===== src/rtl/pic_cmd_regfile.sv =====
// Command-word register file for the interrupt-controller front end: write-commit
// path, ICW1..ICW4 initialisation sequencer, OCW state and IRR/ISR/IMR readback.
module pic_cmd_regfile #(
  parameter int DATA_W = 8
) (
  input  logic              clk,
  input  logic              rst_n,
  input  logic [DATA_W-1:0] din,
  input  logic              a0,
  input  logic              cs_n,
  input  logic              wr_n,
  input  logic              rd_n,
  input  logic [DATA_W-1:0] irr_in,
  input  logic [DATA_W-1:0] isr_in,
  output logic [DATA_W-1:0] icw1,
  output logic [DATA_W-1:0] icw2,
  output logic [DATA_W-1:0] icw3,
  output logic [DATA_W-1:0] icw4,
  output logic [DATA_W-1:0] imr,
  output logic [DATA_W-1:0] ocw2,
  output logic              ocw2_stb,
  output logic [DATA_W-1:0] ocw3,
  output logic              icw1_stb,
  output logic              init_done,
  output logic              seq_err,
  output logic [DATA_W-1:0] dout,
  output logic              dout_oe
);

  typedef enum logic [2:0] {
    UNINIT,
    W_ICW2,
    W_ICW3,
    W_ICW4,
    READY
  } state_e;

  state_e            state_q;
  logic              wrAct;
  logic              rdAct;
  logic              wrAct_q;
  logic              commit;
  logic              isIcw1;
  logic [DATA_W-1:0] shadowData_q;
  logic              shadowA0_q;
  logic [DATA_W-1:0] icw1_q, icw2_q, icw3_q, icw4_q;
  logic [DATA_W-1:0] imr_q, ocw2_q, ocw3_q;
  logic              ocw2Stb_q, icw1Stb_q, seqErr_q;
  logic              readSel_q;
  logic [DATA_W-1:0] dout_q;
  logic              doutOe_q;

  assign wrAct  = ~cs_n & ~wr_n;
  assign rdAct  = ~cs_n & ~rd_n;
  // A strobe commits once, on the cycle its active phase has just ended.
  assign commit = wrAct_q & ~wrAct;
  assign isIcw1 = ~shadowA0_q & shadowData_q[4];

  always_ff @(posedge clk or negedge rst_n) begin
    if (!rst_n) begin
      state_q      <= UNINIT;
      wrAct_q      <= 1'b0;
      shadowData_q <= '0;
      shadowA0_q   <= 1'b0;
      icw1_q       <= '0;
      icw2_q       <= '0;
      icw3_q       <= '0;
      icw4_q       <= '0;
      imr_q        <= '0;
      ocw2_q       <= '0;
      ocw3_q       <= '0;
      ocw2Stb_q    <= 1'b0;
      icw1Stb_q    <= 1'b0;
      seqErr_q     <= 1'b0;
      readSel_q    <= 1'b0;
      dout_q       <= '0;
      doutOe_q     <= 1'b0;
    end else begin
      wrAct_q   <= wrAct;
      ocw2Stb_q <= 1'b0;
      icw1Stb_q <= 1'b0;

      if (wrAct) begin
        shadowData_q <= din;
        shadowA0_q   <= a0;
      end

      if (commit) begin
        if (isIcw1) begin
          // ICW1 restarts initialisation from any state.
          icw1_q    <= shadowData_q;
          icw4_q    <= '0;
          imr_q     <= '0;
          readSel_q <= 1'b0;
          seqErr_q  <= 1'b0;
          icw1Stb_q <= 1'b1;
          if (shadowData_q[1]) icw3_q <= '0;
          state_q   <= W_ICW2;
        end else begin
          case (state_q)
            UNINIT: seqErr_q <= 1'b1;
            W_ICW2: begin
              if (shadowA0_q) begin
                icw2_q <= shadowData_q;
                if (!icw1_q[1])     state_q <= W_ICW3;
                else if (icw1_q[0]) state_q <= W_ICW4;
                else                state_q <= READY;
              end else begin
                seqErr_q <= 1'b1;
              end
            end
            W_ICW3: begin
              if (shadowA0_q) begin
                icw3_q  <= shadowData_q;
                state_q <= icw1_q[0] ? W_ICW4 : READY;
              end else begin
                seqErr_q <= 1'b1;
              end
            end
            W_ICW4: begin
              if (shadowA0_q) begin
                icw4_q  <= shadowData_q;
                state_q <= READY;
              end else begin
                seqErr_q <= 1'b1;
              end
            end
            READY: begin
              if (shadowA0_q) begin
                imr_q <= shadowData_q;
              end else if (!shadowData_q[3]) begin
                ocw2_q    <= shadowData_q;
                ocw2Stb_q <= 1'b1;
              end else begin
                ocw3_q <= shadowData_q;
                if (shadowData_q[1]) readSel_q <= shadowData_q[0];
              end
            end
            default: state_q <= UNINIT;
          endcase
        end
      end

      // A write in progress always wins over readback.
      if (rdAct && !wrAct) begin
        dout_q   <= a0 ? imr_q : (readSel_q ? isr_in : irr_in);
        doutOe_q <= 1'b1;
      end else begin
        doutOe_q <= 1'b0;
      end
    end
  end

  assign icw1      = icw1_q;
  assign icw2      = icw2_q;
  assign icw3      = icw3_q;
  assign icw4      = icw4_q;
  assign imr       = imr_q;
  assign ocw2      = ocw2_q;
  assign ocw2_stb  = ocw2Stb_q;
  assign ocw3      = ocw3_q;
  assign icw1_stb  = icw1Stb_q;
  assign init_done = (state_q == READY);
  assign seq_err   = seqErr_q;
  assign dout      = dout_q;
  assign dout_oe   = doutOe_q;

endmodule


===== config.mk =====
export PLATFORM = sky130hd
export DESIGN_NAME = pic_cmd_regfile
export DESIGN_NICKNAME = d
export VERILOG_FILES = /design/src/rtl/pic_cmd_regfile.sv
export SDC_FILE = /design/constraint.sdc
export NUM_CORES = 1
export LEC_CHECK = 0
export BUFFER_PORTS_ARGS = -buffer_cell sky130_fd_sc_hd__buf_4
export CAP_MARGIN = 20
export CELL_PAD_IN_SITES_DETAIL_PLACEMENT = 1
export CELL_PAD_IN_SITES_GLOBAL_PLACEMENT = 2
export CORE_UTILIZATION = 36
export DETAILED_ROUTE_END_ITERATION = 16
export PLACE_DENSITY = 0.91
export RECOVER_POWER = 50
export SYNTH_ARGS = -nofsm -noshare
export SYNTH_HDL_FRONTEND = slang
export SYNTH_SLANG_ARGS = --single-unit

===== constraint.sdc =====
create_clock -name clk -period 4.2 [get_ports clk]
set_input_delay 0 -clock clk [delete_from_list [all_inputs] [get_ports clk]]
set_output_delay 0 -clock clk [all_outputs]
set_load 0.005 [all_outputs]

==> results by group <==
STA
  • Final setup viols: 0
  • Relative slew slack: -22.0%
  • Final Max Tran Viols: 75
  • Fin. Hold Viols: 0
  • Setup TNS: 0 ps
  • Fin Clk Skew: 8.61 ps
  • Period utilization: 56.7%
  • Worst Tran Pin Value: 1830 ps
  • Fmax: 420 MHz
  • RSZ-0062 raised after global routing: false
  • Min cycle time layout: 2380 ps
  • Setup slack after layout: 1820 ps

Logic synthesis
  • Synthesized area per cell: 12.4 um^2
  • Area of the mapped netlist: 0.00350 mm^2
  • Gate Count Post-Synth: 283
  • Register area share after synthesis: 58.0%
  • Share of Yosys cell area claimed by the top area cell type: 58.0%
  • Yosys top cell by area: dfrtp_1
  • Flop and latch count out of synthesis: 81
  • Simple-gate portion of the synthesized area: 10.6%
  • Xor/xnor share of the synthesized area: 0%
  • Complex-gate fraction of the synthesized area: 12.0%
  • Multiplexer share of the synthesized area: 16.0%
  • Cell variety after synth: 43
  • Most frequent cell after synthesis: dfrtp_1
  • Number of synthesized flops with an enable pin: 0
  • Synth cell count leaders: 81 x dfrtp_1, 24 x mux2_2, 22 x nand2_1, 15 x a21oi_1, 15 x nor2_1
  • Top_reg_cell synth: dfrtp_1
  • Ranking of synthesized cells by area: dfrtp_1 58%, mux2_2 7.7%, mux2_4 5.2%
  • Fraction of registers with async set/reset: 100%
  • Largest family of logic cells by synthesized area: multiplexers
  • Synth Area in Adders: 0%
  • Syn_nets: 313
  • Syn. warnings: 0

Critical path
  • Cell family with most CP delay: simple AND/OR/NAND/NOR gates
  • Reg-to-Reg End: icw1[2]$_DFFE_PN0P_
  • CP max stage cell: nor2_1
  • Worst R2R Setup Slack: 1820 ps
  • Critical path startpoint category: register
  • Setup crit start: shadowA0_q$_DFFE_PN0P_
  • Crit path capture type: register
  • Worst reg2reg path startpoint: shadowA0_q$_DFFE_PN0P_
  • Worst Path Class, Setup: register to register
  • WP data arrival: 2620 ps
  • Crit-path cells: nand2b_1 -> nor2_1 -> mux2_2
  • Worst-path fanout max: 27
  • Critical path depth: 3
  • WP buf/inv: 0
  • Reg2reg path depth: 3
  • Critical path's largest stage delay: 770 ps
  • Worst path required time: 4440 ps
  • Crit path to: icw1[2]$_DFFE_PN0P_

Cells and area
  • Reg area: 0.00203 mm^2
  • Ant. Diodes: 0
  • Multi-input logic area: 0.00136 mm^2
  • # fillers: 1,006
  • Synthesis-to-finish area growth: 31.4%
  • Share of cells above drive strength 1: 39.9%
  • Post-layout nets: 411

Global routing
  • Total congestion overflow: 0
  • GRT Resource Usage Total: 19.3%
  • Pin count of the biggest net entering global routing: 82
  • Vias in the first global route: 2,710
  • Initial antenna violation count: 0
  • First-pass GRT wire length: 14,700 um

Clock network
  • Num Clock Sinks: 81
  • Worst-Skew Late Latency: 360 ps
  • Post-CTS sizing: 0
  • CTS Buf Count: 9
  • Post-CTS Setup Bufs: 0
  • Cts hold-fix bufs: 9
  • Root buffer cell: clkbuf_8
  • Clock Pin Slew Worst Setup and Hold Paths: 80 ps
  • Htree depth: 3
  • Clock Tree Buf Depth: 2
  • CTS tree: yes

Route
  • Drt drc: 0
  • DR WL met3: 429 um
  • Top layer in use: met4
  • Routed len/inst: 17.8 um
  • Vias/cell: 5.05
  • Routed length on met2: 4490 um
  • DR vias: 2,603
  • Routed Antenna Nets: 0
  • Final wirelength: 9180 um
  • Number of DRC markers in iteration 0: 71
  • Pre-antenna DRT Iters: 4
  • M1 wire length: 4150 um

Placement
  • Placer Congestion: 0.798
  • Final HPWL DP: 6290 um
  • Post-Place Worst Slack: 1800 ps
  • PortBufs: 97

Die
  • Num rows: 35
  • Starting Density: 37.5%
  • Chip width: 101 um
  • Die area: 0.0101 mm^2
  • Core ar.: 0.00933 mm^2
  • I/O pin total: 99
  • Die Ht: 101 um

Pwr
  • PD cells: 565 mW/mm^2
  • Static Leak: 2.30 nW
  • VDD IR max: 272 uV

Job
  • Max-cap viol count: 1

Outcome
  • Failing checks: max-capacitance violations, max-slew violations
  • Outcome: finished, violations left

Hold path
  • Hold WC Path Type: primary input to register
## layer usage
metal  global-route usage (%)  vias to the layer above
met4                     5.57                        0
met3                     4.92                        9
met5                        0                        -
met2                     31.5                       77
li1                         -                     1201
met1                     25.3                     1316
## logic make-up (layout without fill, tap and decap cells)
family                 Yosys count  after routing
flip-flops                      81             81
AND/OR/NAND/NOR                 68             68
AO/OA/AOI/OAI                   61             61
multiplexers                    47             47
buffers and inverters           25            128
other                            1              1
## power by group
part | switching, mW | internal (mW) | total (mW)
combinational | 0.283 | 0.450 | 0.733
clock | 0.292 | 0.353 | 0.645
sequential | 0.226 | 0.993 | 1.22
total | 0.801 | 1.80 | 2.60
## cell usage in the layout, fill, tap and decap left out, drive strengths merged
| cell type | count |
|---|---|
| a21o | 2 |
| a21oi | 15 |
| a22o | 13 |
| a2bb2oi | 1 |
| a31oi | 1 |
| a32oi | 7 |
| and2 | 3 |
| and2b | 1 |
| and4bb | 1 |
| buf | 63 |
| bufinv | 2 |
| clkbuf | 45 |
| clkinv | 2 |
| clkinvlp | 1 |
| conb | 1 |
| dfrtp | 81 |
| dlygate4sd3 | 9 |
| inv | 6 |
| mux2 | 36 |
| mux2i | 11 |
| nand2 | 22 |
| nand2b | 3 |
| nand3 | 11 |
| nand3b | 1 |
| nand4 | 1 |
| nor2 | 16 |
| nor2b | 3 |
| nor3 | 2 |
| nor4 | 1 |
| o2111ai | 1 |
| o211ai | 1 |
| o21a | 3 |
| o21ai | 15 |
| o22ai | 1 |
| o311ai | 1 |
| or2 | 1 |
| or3b | 2 |
## through the flow
stage	hold slack, ps	power [mW]	cells	util (%)	cell area (um^2)
6_report	51.6	2.60	515	49.3	4600
5_1_grt	68.2	2.75	515	49.3	4600
4_1_cts	26.4	2.65	514	49.4	4610
2_1_floorplan	-296	1.53	283	-	3500
3_5_place_dp	241	1.98	489	46.0	4290
3_3_place_gp	228	1.94	489	46.0	4290
## sequential cells by signal, indices dropped and copies added, names as in the netlist
name / count
seq_err: 1
state_q: 3
icw1: 8
ocw2_stb: 1
icw1_stb: 1
imr: 8
shadowA0_q: 1
wrAct_q: 1
icw4: 8
icw2: 8
icw3: 8
dout: 8
ocw2: 7
ocw3: 8
dout_oe: 1
shadowData_q: 8
readSel_q: 1
## area by class of cell
type	instances	area share [%]
clock buffer	10	2.99
clock inverter	6	1.96
inverter	5	0.408
multi-input combinational	177	29.5
sequential	81	44.1
tap	129	3.51
timing repair buffer	107	17.5
## worst min-delay path by stage
stage / from / endpoint / slack (ps) / cells past startpoint
after global placement: rst_n / ocw3[3]$_DFFE_PN0P_ / 230 / 1
after detailed placement: rst_n / dout_oe$_DFF_PN0_ / 240 / 1
after floorplan: rst_n / dout[0]$_DFFE_PN0P_ / -300 / 0
after global routing: a0 / shadowA0_q$_DFFE_PN0P_ / 70 / 2
final: a0 / shadowA0_q$_DFFE_PN0P_ / 50 / 2
after CTS: a0 / shadowA0_q$_DFFE_PN0P_ / 30 / 2
Power figures use the tool's default switching activity.
